$ cat src/rtl/pwm_peripheral.sv
// Register-write sink driving 16 pins as static-low, static-high or prescaled 256-step PWM.
// The duty cycle is double-buffered and reloaded only at the period boundary.
module pwm_peripheral #(
    parameter int unsigned PRESCALE = 13,
    parameter int unsigned MAX_ADDR = 4
) (
    input  logic       clk,
    input  logic       rst,
    input  logic       wr_en,
    input  logic [6:0] wr_addr,
    input  logic [7:0] wr_data,
    output logic       wr_ack,
    output logic       wr_err,
    output logic [7:0] uo_out,
    output logic [7:0] uio_out,
    output logic       period_start
);

    localparam logic [15:0] TICK_LAST = 16'(PRESCALE - 1);
    localparam logic [6:0]  ADDR_LAST = 7'(MAX_ADDR);

    logic [15:0] en_out_q, en_out_d;
    logic [15:0] en_pwm_q, en_pwm_d;
    logic [7:0]  duty_q, duty_d;
    logic [7:0]  duty_active_q, duty_active_d;
    logic [15:0] tick_cnt_q, tick_cnt_d;
    logic [7:0]  pwm_cnt_q, pwm_cnt_d;
    logic [15:0] pins_q, pins_d;
    logic        ack_q, ack_d;
    logic        err_q, err_d;
    logic        pstart_q, pstart_d;

    logic addr_ok;
    logic tick;
    logic boundary;
    logic pwm_level;

    always_comb begin
        en_out_d = en_out_q;
        en_pwm_d = en_pwm_q;
        duty_d   = duty_q;
        addr_ok  = (wr_addr <= ADDR_LAST);
        ack_d    = wr_en & addr_ok;
        err_d    = wr_en & ~addr_ok;
        if (wr_en && addr_ok) begin
            case (wr_addr)
                7'd0:    en_out_d[7:0]  = wr_data;
                7'd1:    en_out_d[15:8] = wr_data;
                7'd2:    en_pwm_d[7:0]  = wr_data;
                7'd3:    en_pwm_d[15:8] = wr_data;
                7'd4:    duty_d         = wr_data;
                default: ;
            endcase
        end
    end

    always_comb begin
        tick       = (tick_cnt_q == TICK_LAST);
        tick_cnt_d = tick ? '0 : tick_cnt_q + 16'd1;
        pwm_cnt_d  = tick ? pwm_cnt_q + 8'd1 : pwm_cnt_q;
        boundary   = tick && (pwm_cnt_q == 8'hFF);
        pstart_d   = boundary;
        // Shadow load samples duty_q before any same-edge write lands in it.
        duty_active_d = boundary ? duty_q : duty_active_q;
        pwm_level  = (duty_active_q == 8'hFF) || (pwm_cnt_q < duty_active_q);
        pins_d     = en_out_q & (~en_pwm_q | {16{pwm_level}});
    end

    always_ff @(posedge clk or posedge rst) begin
        if (rst) begin
            en_out_q      <= '0;
            en_pwm_q      <= '0;
            duty_q        <= '0;
            duty_active_q <= '0;
            tick_cnt_q    <= '0;
            pwm_cnt_q     <= '0;
            pins_q        <= '0;
            ack_q         <= 1'b0;
            err_q         <= 1'b0;
            pstart_q      <= 1'b0;
        end else begin
            en_out_q      <= en_out_d;
            en_pwm_q      <= en_pwm_d;
            duty_q        <= duty_d;
            duty_active_q <= duty_active_d;
            tick_cnt_q    <= tick_cnt_d;
            pwm_cnt_q     <= pwm_cnt_d;
            pins_q        <= pins_d;
            ack_q         <= ack_d;
            err_q         <= err_d;
            pstart_q      <= pstart_d;
        end
    end

    assign wr_ack       = ack_q;
    assign wr_err       = err_q;
    assign uo_out       = pins_q[7:0];
    assign uio_out      = pins_q[15:8];
    assign period_start = pstart_q;

endmodule

$ cat config.mk
export PLATFORM = sky130hd
export DESIGN_NAME = pwm_peripheral
export DESIGN_NICKNAME = d
export VERILOG_FILES = /design/src/rtl/pwm_peripheral.sv
export SDC_FILE = /design/constraint.sdc
export NUM_CORES = 1
export LEC_CHECK = 0
export CORE_MARGIN = 2
export CORE_UTILIZATION = 40
export CTS_BUF_LIST = sky130_fd_sc_hd__clkbuf_4 sky130_fd_sc_hd__clkbuf_8
export DETAILED_ROUTE_END_ITERATION = 12
export PLACE_DENSITY = 0.67
export REMOVE_ABC_BUFFERS = 1
export SLEW_MARGIN = 15
export SYNTH_ARGS = -nofsm -noshare
export SYNTH_HDL_FRONTEND = slang
export SYNTH_SLANG_ARGS = --single-unit
export TNS_END_PERCENT = 30
$ cat constraint.sdc
create_clock -name clk -period 6.3 [get_ports clk]
set_input_delay 1.26 -clock clk [delete_from_list [all_inputs] [get_ports clk]]
set_output_delay 1.26 -clock clk [all_outputs]
set_load 0.02 [all_outputs]
==> PnR_summary.wiki, run 1 <==
{| class="wikitable"
! Metric !! Value
|-
| Slowest cell on the critical path || or4_1
|-
| Number of max-slew violations in the final report || 0
|-
| CTS H-tree depth || 3
|-
| Max stage delay on crit path || roughly 740 ps
|-
| Total design power || 1.07 mW
|-
| Number of flops mapped to enable cells by yosys || 0
|-
| Post-CTS Hold Fix Bufs || 0
|-
| Vias in the first global route || 2,438
|-
| Number of iterations in the first detailed-routing pass || 6
|-
| Top area cells in the synthesized netlist || dfrtp_1, mux2_2, a21boi_0
|-
| Prevailing post-synth register cell || dfrtp_1
|-
| CTS max path bufs || 2
|-
| Max Freq || 318 MHz
|-
| Setup violation total in the final timing report || 0
|-
| Pin count of the biggest net entering global routing || 53
|-
| Crit-path cells || clkdlybuf4s50_1 > or4b_4 > or4_1 > mux2_4
|-
| Standard cell core area || 0.00920 mm^2
|-
| Part of the Yosys area used for sequential elements || 60.4%
|-
| Initial Utilization || between 40% and 50%
|-
| Die footprint || 0.0102 mm^2
|-
| #FFs+latches synth || 91
|-
| Type of the worst setup path || in -> reg
|-
| Number of buffers created by CTS || 9
|-
| Number of antenna violations at the first check in global routing || 0
|-
| Final hold vios || 0
|-
| Worst Setup Start Kind || input pin
|-
| Die extent in y || 101 um
|-
| Count of input and output buffers || 36
|-
| Pwr/cell area || 242 mW/mm^2
|-
| Peak supply drop || 0.147 mV
|-
| Share of the clock period used by the worst path after layout || 49.9%
|-
| Hold crit path type || reg -> reg
|-
| Final routed DRC violation total || 0
|-
| Worst-case setup margin in the final layout || 3160 ps
|-
| Least-Margin Pin Slew || 666 ps
|-
| Final weighted congestion of routability-driven global placement || 0.777
|-
| Overall track demand over capacity in global routing || about 15%
|-
| Worst slack, placed || roughly 2800 ps
|-
| Fraction of final layout cells sized beyond drive strength 1 || 22.2%
|-
| Utilization after layout || 48.3%
|-
| Fill count || ~800
|-
| Total negative setup slack || 0 ps
|-
| Area used by multi-input combinational logic || 0.00142 mm^2
|-
| Critical path endpoint category || flip-flop
|-
| I/O Pins || 37
|-
| Top cell types by occurrence after synthesis || dfrtp_1, mux2_2, a21boi_0
|-
| Share of flip-flops with an asynchronous set or reset || 100%
|-
| Largest area contributor in the synthesized netlist || dfrtp_1
|-
| Unrepaired setup endpoints after global routing || false
|-
| Clk pin slew, worst setup/hold paths || 90 ps
|-
| Postcts setup bufs || 0
|-
| Die W || slightly above 100 um
|-
| Via/cell ratio || 5.13
|-
| Area used by sequential logic in the layout || 0.00228 mm^2
|-
| Post-synthesis average cell area || 13.7 um^2
|-
| Clock root buffer master || clkbuf_8
|-
| Status || completed
|-
| Post-detailed-routing wire length || about 6.7 mm
|-
| Critical path fanouts, max || 8
|-
| Most common cell in the netlist || dfrtp_1
|-
| Total standard cell area after synthesis || 0.00377 mm^2
|-
| Antenna Cells || 0
|-
| Worst slew slack as a fraction of its limit || 55.5%
|-
| Remaining antenna violation count after routing || 0
|-
| Area share of the largest cell type after synthesis || around three fifths
|-
| Number of cells produced by synthesis || 275
|-
| Global-route wire length before repair || 11.6 mm
|-
| Static Leak || about 2.1 nW
|-
| Final min period || 3140 ps
|-
| Vias after detailed routing || about 2,200
|-
| Maxcap violations || 0
|-
| Final routed wire length divided by cell count || 15.3 um
|-
| Net count reported at finish || 348
|-
| Total half-perimeter wirelength after legalization and detailed placement || between 4 and 5 mm
|-
| Count of synthesis-stage warnings from yosys || 0
|-
| Endpoint required time on the critical path || 6540 ps
|-
| Clock skew || around 8.3 ps
|-
| Number of distinct standard cells referenced by the synthesized netlist || 33
|-
| Site row count || 35
|-
| Final-layout worst hold slack || 454 ps
|-
| Clock sink total || 91
|-
| Drt first-iter violations || 74
|-
| Clock Latency Late Sink || 350 ps
|-
| Layout Area Growth over Synthesis || 17.8%
|-
| Data arrival time of the critical path || 3390 ps
|-
| CTS-repair resized insts || 0
|-
| TritonCTS clock tree || built
|-
| Congestion Overflow GR || 0
|}
## flip-flops by register name, indices dropped and copies added, names as in the netlist
name and count:
pins_q 16, duty_active_q 8, duty_q 8, pwm_cnt_q 8, wr_err 1, period_start 1, en_out_q 16, wr_ack 1
en_pwm_q 16, tick_cnt_q 16
## layout make-up
| class | count | area share (%) |
|---|---|---|
| repair buffers | 38 | 8.45 |
| clock inverters | 4 | 0.592 |
| inverters | 14 | 1.21 |
| well taps | 111 | 3.13 |
| flip-flops and latches | 91 | 51.3 |
| multi-input cells | 166 | 31.9 |
| clock buffers | 12 | 3.44 |
## cell usage in the layout, fill, tap and decap left out, types with 4 or more instances in the layout
| cell type | n |
|---|---|
| clkdlybuf4s50_1 | 36 |
| nor2_1 | 12 |
| clkbuf_8 | 10 |
| xnor2_1 | 13 |
| and3_1 | 4 |
| xor2_1 | 7 |
| nand3_1 | 9 |
| nand2_1 | 8 |
| ha_1 | 10 |
| nor3_1 | 4 |
| mux2_4 | 8 |
| inv_1 | 13 |
| nand4_1 | 10 |
| a21boi_0 | 17 |
| dfrtp_1 | 91 |
| mux2_2 | 42 |
## layer usage
metal	share of wire (%)	track usage (%)	vias to the layer above
li1	-	-	1049
met1	48	19.8	1149
met2	48	23.0	30
met3	2.7	3.19	9
met4	1.8	6.24	0
met5	0	0	-
## critical path: cells and delay by family
kind	cells	cell delay (ps)
buffers and inverters	1	440
multiplexers	1	380
AND/OR/NAND/NOR	2	1310
## power breakdown
group	internal (mW)	total (mW)	leakage (nW)	switching (mW)
logic	0.0470	0.0871	0.778	0.0401
registers	0.613	0.625	1.23	0.0120
clock network	0.163	0.362	0.0932	0.200
## path summary, 6_finish.rpt
check	startpoint	to	slack [ps]	cells past startpoint
setup / recovery	wr_addr[5]	duty_q[6]	3160	4
hold / removal	en_pwm_q[6]	pins_q[6]	450	1
min in group asynchronous	rst	pins_q[6]	1300	2
hold reg to reg	en_pwm_q[6]	pins_q[6]	450	1
max in group asynchronous	rst	pwm_cnt_q[7]	3940	3
setup reg to reg	tick_cnt_q[0]	duty_active_q[5]	3850	6
## kinds of logic (layout without fill, tap and decap cells)
group | count (synthesis) | after routing | synth area share (%)
AO/OA/AOI/OAI | 25 | 25 | 4.81
XOR/XNOR | 20 | 20 | 4.65
adder cells (fa/ha/maj) | 10 | 10 | 3.32
buffers and inverters | 18 | 68 | 2.02
flip-flops | 91 | 91 | 60.4
multiplexers | 50 | 50 | 15.7
AND/OR/NAND/NOR | 61 | 61 | 9.06
## per-stage QoR
| stage | cells | area, um^2 |
|---|---|---|
| global placement | 420 | 4260 |
| CTS | 436 | 4440 |
| detailed placement | 420 | 4260 |
| finish | 436 | 4440 |
| floorplan | 271 | 3750 |
| global route | 436 | 4440 |
Note: power is estimated with default switching activity, not from simulation.
==> inputs of run 2 (changes only) <==
==> constraint.sdc (replaced) <==
create_clock -name clk -period 3.05 [get_ports clk]
set_input_delay 0.61 -clock clk [delete_from_list [all_inputs] [get_ports clk]]
set_output_delay 0.61 -clock clk [all_outputs]
set_load 0.02 [all_outputs]
==> run 2 against run 1 <==
  * Flip-flop and latch count is the same
  * Via count increased by 1.3%
  * Sequential power up 110%
  * Combinational power increased by 110%
  * Non-clock buffer count rose by 5
  * Design area rose by 2.3%
  * Global-route usage down 0.34 points
  * Wire length up 1.1%
  * Total power increased by 120%
  * Die area did not move
  * Largest power group unchanged
==> PnR_summary.wiki, run 2 (synthesis gave the netlist of run 1 again) <==
{| class="wikitable"
! Metric !! Value
|-
| Die extent in y || 101 um (unchanged)
|-
| Congestion Overflow GR || 0 (unchanged)
|-
| Layout Area Growth over Synthesis || 20.5% (was 17.8%)
|-
| Final weighted congestion of routability-driven global placement || 0.793 (was 0.777)
|-
| Hold crit path type || reg -> reg (unchanged)
|-
| Via/cell ratio || 5.14 (was 5.13)
|-
| Final min period || 2500 ps
|-
| Number of antenna violations at the first check in global routing || 0 (unchanged)
|-
| End of the worst hold path || pins_q[1] (was pins_q[6])
|-
| Die W || 101 um (unchanged)
|-
| Setup violation total in the final timing report || 0 (unchanged)
|-
| Clock root buffer master || clkbuf_8 (unchanged)
|-
| Remaining antenna violation count after routing || 0 (unchanged)
|-
| Max stage delay on crit path || 740 ps (about the same)
|-
| Vias in the first global route || 2,317 (was 2,438)
|-
| Global-route wire length before repair || 11.2 mm (was 11.6 mm)
|-
| Worst slack, placed || 167 ps (was 2770 ps)
|-
| Critical path fanouts, max || 8 (unchanged)
|-
| Drt first-iter violations || 100 (was 74)
|-
| Max Freq || 400 MHz
|-
| Dpl cell area || 0.00431 mm^2 (was 0.00426 mm^2)
|-
| Final routed wire length divided by cell count || 15.2 um (was 15.3 um)
|-
| Clock Latency Late Sink || 360 ps (was 350 ps)
|-
| Total half-perimeter wirelength after legalization and detailed placement || 4.67 mm (was 4.52 mm)
|-
| Worst Setup Start Kind || input pin (unchanged)
|-
| Standard cell core area || 0.00920 mm^2 (unchanged)
|-
| Leading cell type in the layout, fill and taps excluded || dfrtp_1 (unchanged)
|-
| Total design power || 2.40 mW (was 1.07 mW)
|-
| Die footprint || 0.0102 mm^2 (unchanged)
|-
| Site row count || 35 (unchanged)
|-
| Net count reported at finish || 353 (was 348)
|-
| CTS max path bufs || 2 (unchanged)
|-
| Final hold vios || 0 (unchanged)
|-
| Area used by multi-input combinational logic || 0.00142 mm^2 (unchanged)
|-
| Type of the worst setup path || in -> reg (unchanged)
|-
| Startpoint of the tightest hold check path || en_pwm_q[1] (was en_pwm_q[6])
|-
| Pin count of the biggest net entering global routing || 36 (was 53)
|-
| Peak supply drop || 0.328 mV (was 0.147 mV)
|-
| CTS-repair resized insts || 0 (unchanged)
|-
| Data arrival time of the critical path || 2740 ps (was 3390 ps)
|-
| Critical path endpoint category || flip-flop (unchanged)
|-
| Post-CTS Hold Fix Bufs || 0 (unchanged)
|-
| Clk pin slew, worst setup/hold paths || 90 ps (about the same)
|-
| Clock skew || 12.6 ps (was 8.30 ps)
|-
| Initial Utilization || 41.0% (unchanged)
|-
| Startpoint of the most critical setup path || wr_addr[5] (unchanged)
|-
| Number of max-slew violations in the final report || 0 (unchanged)
|-
| RR Startpoint || tick_cnt_q[0] (unchanged)
|-
| Cells on worst reg2reg path || 6 (unchanged)
|-
| Crit-path cells || clkdlybuf4s50_1 > or4b_4 > or4_1 > mux2_4 (unchanged)
|-
| Status || completed (unchanged)
|-
| Worst slew slack as a fraction of its limit || 59.9% (was 55.5%)
|-
| Fill count || 831 (was 818)
|-
| Antenna Cells || 0 (unchanged)
|-
| I/O Pins || 37 (unchanged)
|-
| Slowest cell on the critical path || or4_1 (unchanged)
|-
| Instance count along the most critical hold path || 1 (unchanged)
|-
| Overall track demand over capacity in global routing || 14.4% (was 14.7%)
|-
| Fraction of final layout cells sized beyond drive strength 1 || 23.3% (was 22.2%)
|-
| Maxcap violations || 0 (unchanged)
|-
| Final Cell Area || 0.00454 mm^2 (was 0.00444 mm^2)
|-
| Flop-to-flop setup slack || 1060 ps (was 3850 ps)
|-
| Number of buffers created by CTS || 9 (unchanged)
|-
| Number of iterations in the first detailed-routing pass || 4 (was 6)
|-
| Area used by sequential logic in the layout || 0.00228 mm^2 (unchanged)
|-
| Worst flop-to-flop path endpoint || duty_active_q[6] (was duty_active_q[5])
|-
| Post-detailed-routing wire length || 6.72 mm (was 6.65 mm)
|-
| Count of input and output buffers || 36 (unchanged)
|-
| Share of the clock period used by the worst path after layout || 81.9%
|-
| Final routed DRC violation total || 0 (unchanged)
|-
| Worst-case setup margin in the final layout || 552 ps (was 3160 ps)
|-
| TritonCTS clock tree || built (unchanged)
|-
| Final standard cell count with taps included and fillers excluded || 441 (was 436)
|-
| CTS H-tree depth || 3 (unchanged)
|-
| Vias after detailed routing || 2,265 (was 2,237)
|-
| Endpoint required time on the critical path || 3290 ps (was 6540 ps)
|-
| Commonest cells after routing, fill and taps aside || dfrtp_1, mux2_2, clkdlybuf4s50_1, a21boi_0 (unchanged)
|-
| Total negative setup slack || 0 ps (unchanged)
|-
| Placed instance count || 425 (was 420)
|-
| Unrepaired setup endpoints after global routing || false (unchanged)
|-
| Least-Margin Pin Slew || 601 ps (was 666 ps)
|-
| Postcts setup bufs || 0 (unchanged)
|-
| Clock sink total || 91 (unchanged)
|-
| Pwr/cell area || 528 mW/mm^2 (was 242 mW/mm^2)
|-
| Static Leak || 2.15 nW (was 2.10 nW)
|}
run 2: through the flow:
step                utilization, %  hold WS, ps
global route                  49.4          481
global placement              46.9          439
finish                        49.4          451
detailed placement            46.9          440
CTS                           49.4          455
floorplan                        -          423
run 2: area by class of cell:
| type | instances | share of cell area [%] |
|---|---|---|
| Clock inverter | 6 | 2.09 |
| Multi-Input combinational cell | 166 | 31.2 |
| Inverter | 14 | 1.18 |
| Timing Repair Buffer | 43 | 9.36 |
| Tap cell | 111 | 3.06 |
| Clock buffer | 10 | 3.03 |
| Sequential cell | 91 | 50.1 |
run 2: layer usage:
metal  wire [um]  share of wire [%]  GRT usage [%]  vias up
li1            -                  -              -     1076
met5           0                  0              0        -
met3         209                3.1           3.19       14
met2        3260                 49           23.0       34
met4         127                1.9           6.65        0
met1        3120                 46           18.6     1141
run 2: power by group:
part | switching (mW) | internal (mW) | total, mW
Sequential | 0.0248 | 1.27 | 1.29
Clock | 0.435 | 0.493 | 0.928
Combinational | 0.0821 | 0.0997 | 0.182
Total | 0.542 | 1.86 | 2.40
run 2: worst max path at each step:
stage | endpoint | slack [ps] | cells past startpoint
after global placement | duty_q[2] | 230 | 4
after global routing | duty_q[5] | 530 | 4
after floorplan | duty_active_q[0] | 80 | 1
after CTS | duty_q[2] | 560 | 4
after detailed placement | duty_q[2] | 170 | 4
final | duty_q[2] | 550 | 4
run 2: worst max-delay path: cells and delay by family:
kind          cells  cell delay (ps)
simple gates      2             1300
buf+inv           1              440
mux               1              380
==> inputs of run 3 (changes only) <==
==> constraint.sdc (replaced) <==
create_clock -name clk -period 2.6 [get_ports clk]
set_input_delay 0.52 -clock clk [delete_from_list [all_inputs] [get_ports clk]]
set_output_delay 0.52 -clock clk [all_outputs]
set_load 0.02 [all_outputs]
==> run 3 against run 2 <==
  * Clock power grew 2%
  * Sequential power up 17%
  * Wire length fell by 3.3%
  * Register-to-register slack got worse by 440 ps
  * Sequential share of layout area decreased by 0.22 points
  * Clock skew barely moved
  * Worst setup slack got worse by 170 ps
  * Via count down 1.1%
  * Utilization up 0.22 points
  * Worst hold slack better by 4.3 ps
  * Clock-buffer cell count unchanged
  * Flip-flop and latch count did not move
  * Largest cell class unchanged
  * Highest routed layer unchanged
==> PnR_summary.wiki, run 3 (synthesis gave the netlist of run 1 again) <==
{| class="wikitable"
! Metric !! Value
|-
| Number of antenna violations at the first check in global routing || 0 (unchanged)
|-
| Worst slack, placed || -3.71 ps (was 167 ps)
|-
| Clock skew || 12.9 ps (was 12.6 ps)
|-
| Overall track demand over capacity in global routing || 14.3% (was 14.4%)
|-
| Initial Utilization || 41.0% (unchanged)
|-
| Final routed DRC violation total || 0 (unchanged)
|-
| Least-Margin Pin Slew || 634 ps (was 601 ps)
|-
| Grt met1 use || 20.4% (was 18.6%)
|-
| Static Leak || 2.16 nW (was 2.15 nW)
|-
| Post-CTS Hold Fix Bufs || 0 (unchanged)
|-
| Antenna Cells || 0 (unchanged)
|-
| Final hold vios || 0 (unchanged)
|-
| Critical path endpoint category || flip-flop (unchanged)
|-
| Number of iterations in the first detailed-routing pass || 4 (unchanged)
|-
| Global-route wire length before repair || 11.3 mm (was 11.2 mm)
|-
| Dpl cell area || 0.00437 mm^2 (was 0.00431 mm^2)
|-
| Final Cell Area || 0.00456 mm^2 (was 0.00454 mm^2)
|-
| Post-detailed-routing wire length || 6.50 mm (was 6.72 mm)
|-
| Endpoint required time on the critical path || 2850 ps (was 3290 ps)
|-
| Clock Latency Late Sink || 360 ps (about the same)
|-
| Max Freq || 450 MHz
|-
| Final standard cell count with taps included and fillers excluded || 447 (was 441)
|-
| Site row count || 35 (unchanged)
|-
| Leading cell type in the layout, fill and taps excluded || dfrtp_1 (unchanged)
|-
| Maxcap violations || 0 (unchanged)
|-
| Clock root buffer master || clkbuf_8 (unchanged)
|-
| Worst Setup Start Kind || input pin (unchanged)
|-
| Status || completed (unchanged)
|-
| Count of input and output buffers || 36 (unchanged)
|-
| Highest-utilization routing layer at the global route stage || met2 (unchanged)
|-
| Setup violation total in the final timing report || 0 (unchanged)
|-
| Drt first-iter violations || 78 (was 100)
|-
| Total half-perimeter wirelength after legalization and detailed placement || 4.59 mm (was 4.67 mm)
|-
| CTS max path bufs || 2 (unchanged)
|-
| Pwr/cell area || 587 mW/mm^2 (was 528 mW/mm^2)
|-
| Postcts setup bufs || 0 (unchanged)
|-
| I/O Pins || 37 (unchanged)
|-
| Data arrival time of the critical path || 2470 ps (was 2740 ps)
|-
| Net count reported at finish || 359 (was 353)
|-
| Die W || 101 um (unchanged)
|-
| Fraction of final layout cells sized beyond drive strength 1 || 24.7% (was 23.3%)
|-
| TritonCTS clock tree || built (unchanged)
|-
| Layout Area Growth over Synthesis || 21.1% (was 20.5%)
|-
| Pin count of the biggest net entering global routing || 36 (unchanged)
|-
| Congestion Overflow GR || 0 (unchanged)
|-
| Hold crit path type || reg -> reg (unchanged)
|-
| Worst slew slack as a fraction of its limit || 57.7% (was 59.9%)
|-
| Worst-case setup margin in the final layout || 378 ps (was 552 ps)
|-
| Vias in the first global route || 2,244 (was 2,317)
|-
| Via/cell ratio || 5.01 (was 5.14)
|-
| Vias after detailed routing || 2,240 (was 2,265)
|-
| Type of the worst setup path || in -> reg (unchanged)
|-
| Commonest cells after routing, fill and taps aside || dfrtp_1, mux2_2, clkdlybuf4s50_1, a21boi_0 (unchanged)
|-
| Clock sink total || 91 (unchanged)
|-
| Unrepaired setup endpoints after global routing || false (unchanged)
|-
| Final-layout worst hold slack || 455 ps (was 451 ps)
|-
| Number of buffers created by CTS || 9 (unchanged)
|-
| Die extent in y || 101 um (unchanged)
|-
| Clk pin slew, worst setup/hold paths || 90 ps (about the same)
|-
| Remaining antenna violation count after routing || 0 (unchanged)
|-
| CTS-repair resized insts || 0 (unchanged)
|-
| Die footprint || 0.0102 mm^2 (unchanged)
|-
| Number of max-slew violations in the final report || 0 (unchanged)
|-
| Standard cell core area || 0.00920 mm^2 (unchanged)
|-
| Met3 track demand over resource || 3.33% (was 3.19%)
|-
| Final routed wire length divided by cell count || 14.5 um (was 15.2 um)
|-
| Critical path fanouts, max || 8 (unchanged)
|-
| Final min period || 2220 ps
|-
| CTS H-tree depth || 3 (unchanged)
|-
| Share of the clock period used by the worst path after layout || 85.5%
|-
| Met2 Usage GRT || 20.6% (was 23.0%)
|-
| Final weighted congestion of routability-driven global placement || 0.760 (was 0.793)
|-
| Peak supply drop || 0.361 mV (was 0.328 mV)
|-
| Placed instance count || 431 (was 425)
|}
-- run 3: path summary, 6_finish.rpt --
kind / start / endpoint / slack (ps) / cells past startpoint
max in group asynchronous: rst / pins_q[4] / 1490 / 3
max reg2reg: tick_cnt_q[0] / duty_active_q[7] / 620 / 6
max: wr_addr[5] / duty_q[3] / 380 / 5
min reg2reg: en_pwm_q[12] / pins_q[12] / 460 / 1
min in group asynchronous: rst / tick_cnt_q[4] / 550 / 2
min: en_pwm_q[12] / pins_q[12] / 460 / 1
-- run 3: final cells by class --
cell class / instances / area (um^2)
well taps: 111 / 139
fillers: 835 / 4630
multi-input cells: 166 / 1420
repair buffers: 49 / 483
inverters: 14 / 53.8
clock inverters: 6 / 63.8
clock buffers: 10 / 131
flip-flops and latches: 91 / 2280
-- run 3: critical path, stage by stage --
cell and delay (ps):
clkdlybuf4s50_1 420, or4b_4 540, or4_1 480, buf_4 200, mux2_4 300
-- run 3: report_power, final --
part / internal (mW) / switching [mW]
clock network: 0.455 / 0.492
logic: 0.120 / 0.0969
registers: 1.49 / 0.0289
total: 2.06 / 0.618
-- run 3: stage by stage --
step | setup TNS, ps | util (%) | total power, mW
2_1_floorplan | -25810 | - | 1.65
3_3_place_gp | 0 | 47.5 | 1.76
3_5_place_dp | -15.2 | 47.5 | 1.76
4_1_cts | 0 | 49.6 | 2.72
5_1_grt | 0 | 49.6 | 2.81
6_report | 0 | 49.6 | 2.68
-- run 3: layer usage --
metal | up-vias | share of wire (%)
li1 | 1081 | -
met1 | 1116 | 48
met2 | 33 | 46
met3 | 10 | 3.5
met4 | 0 | 2.3
met5 | - | 0
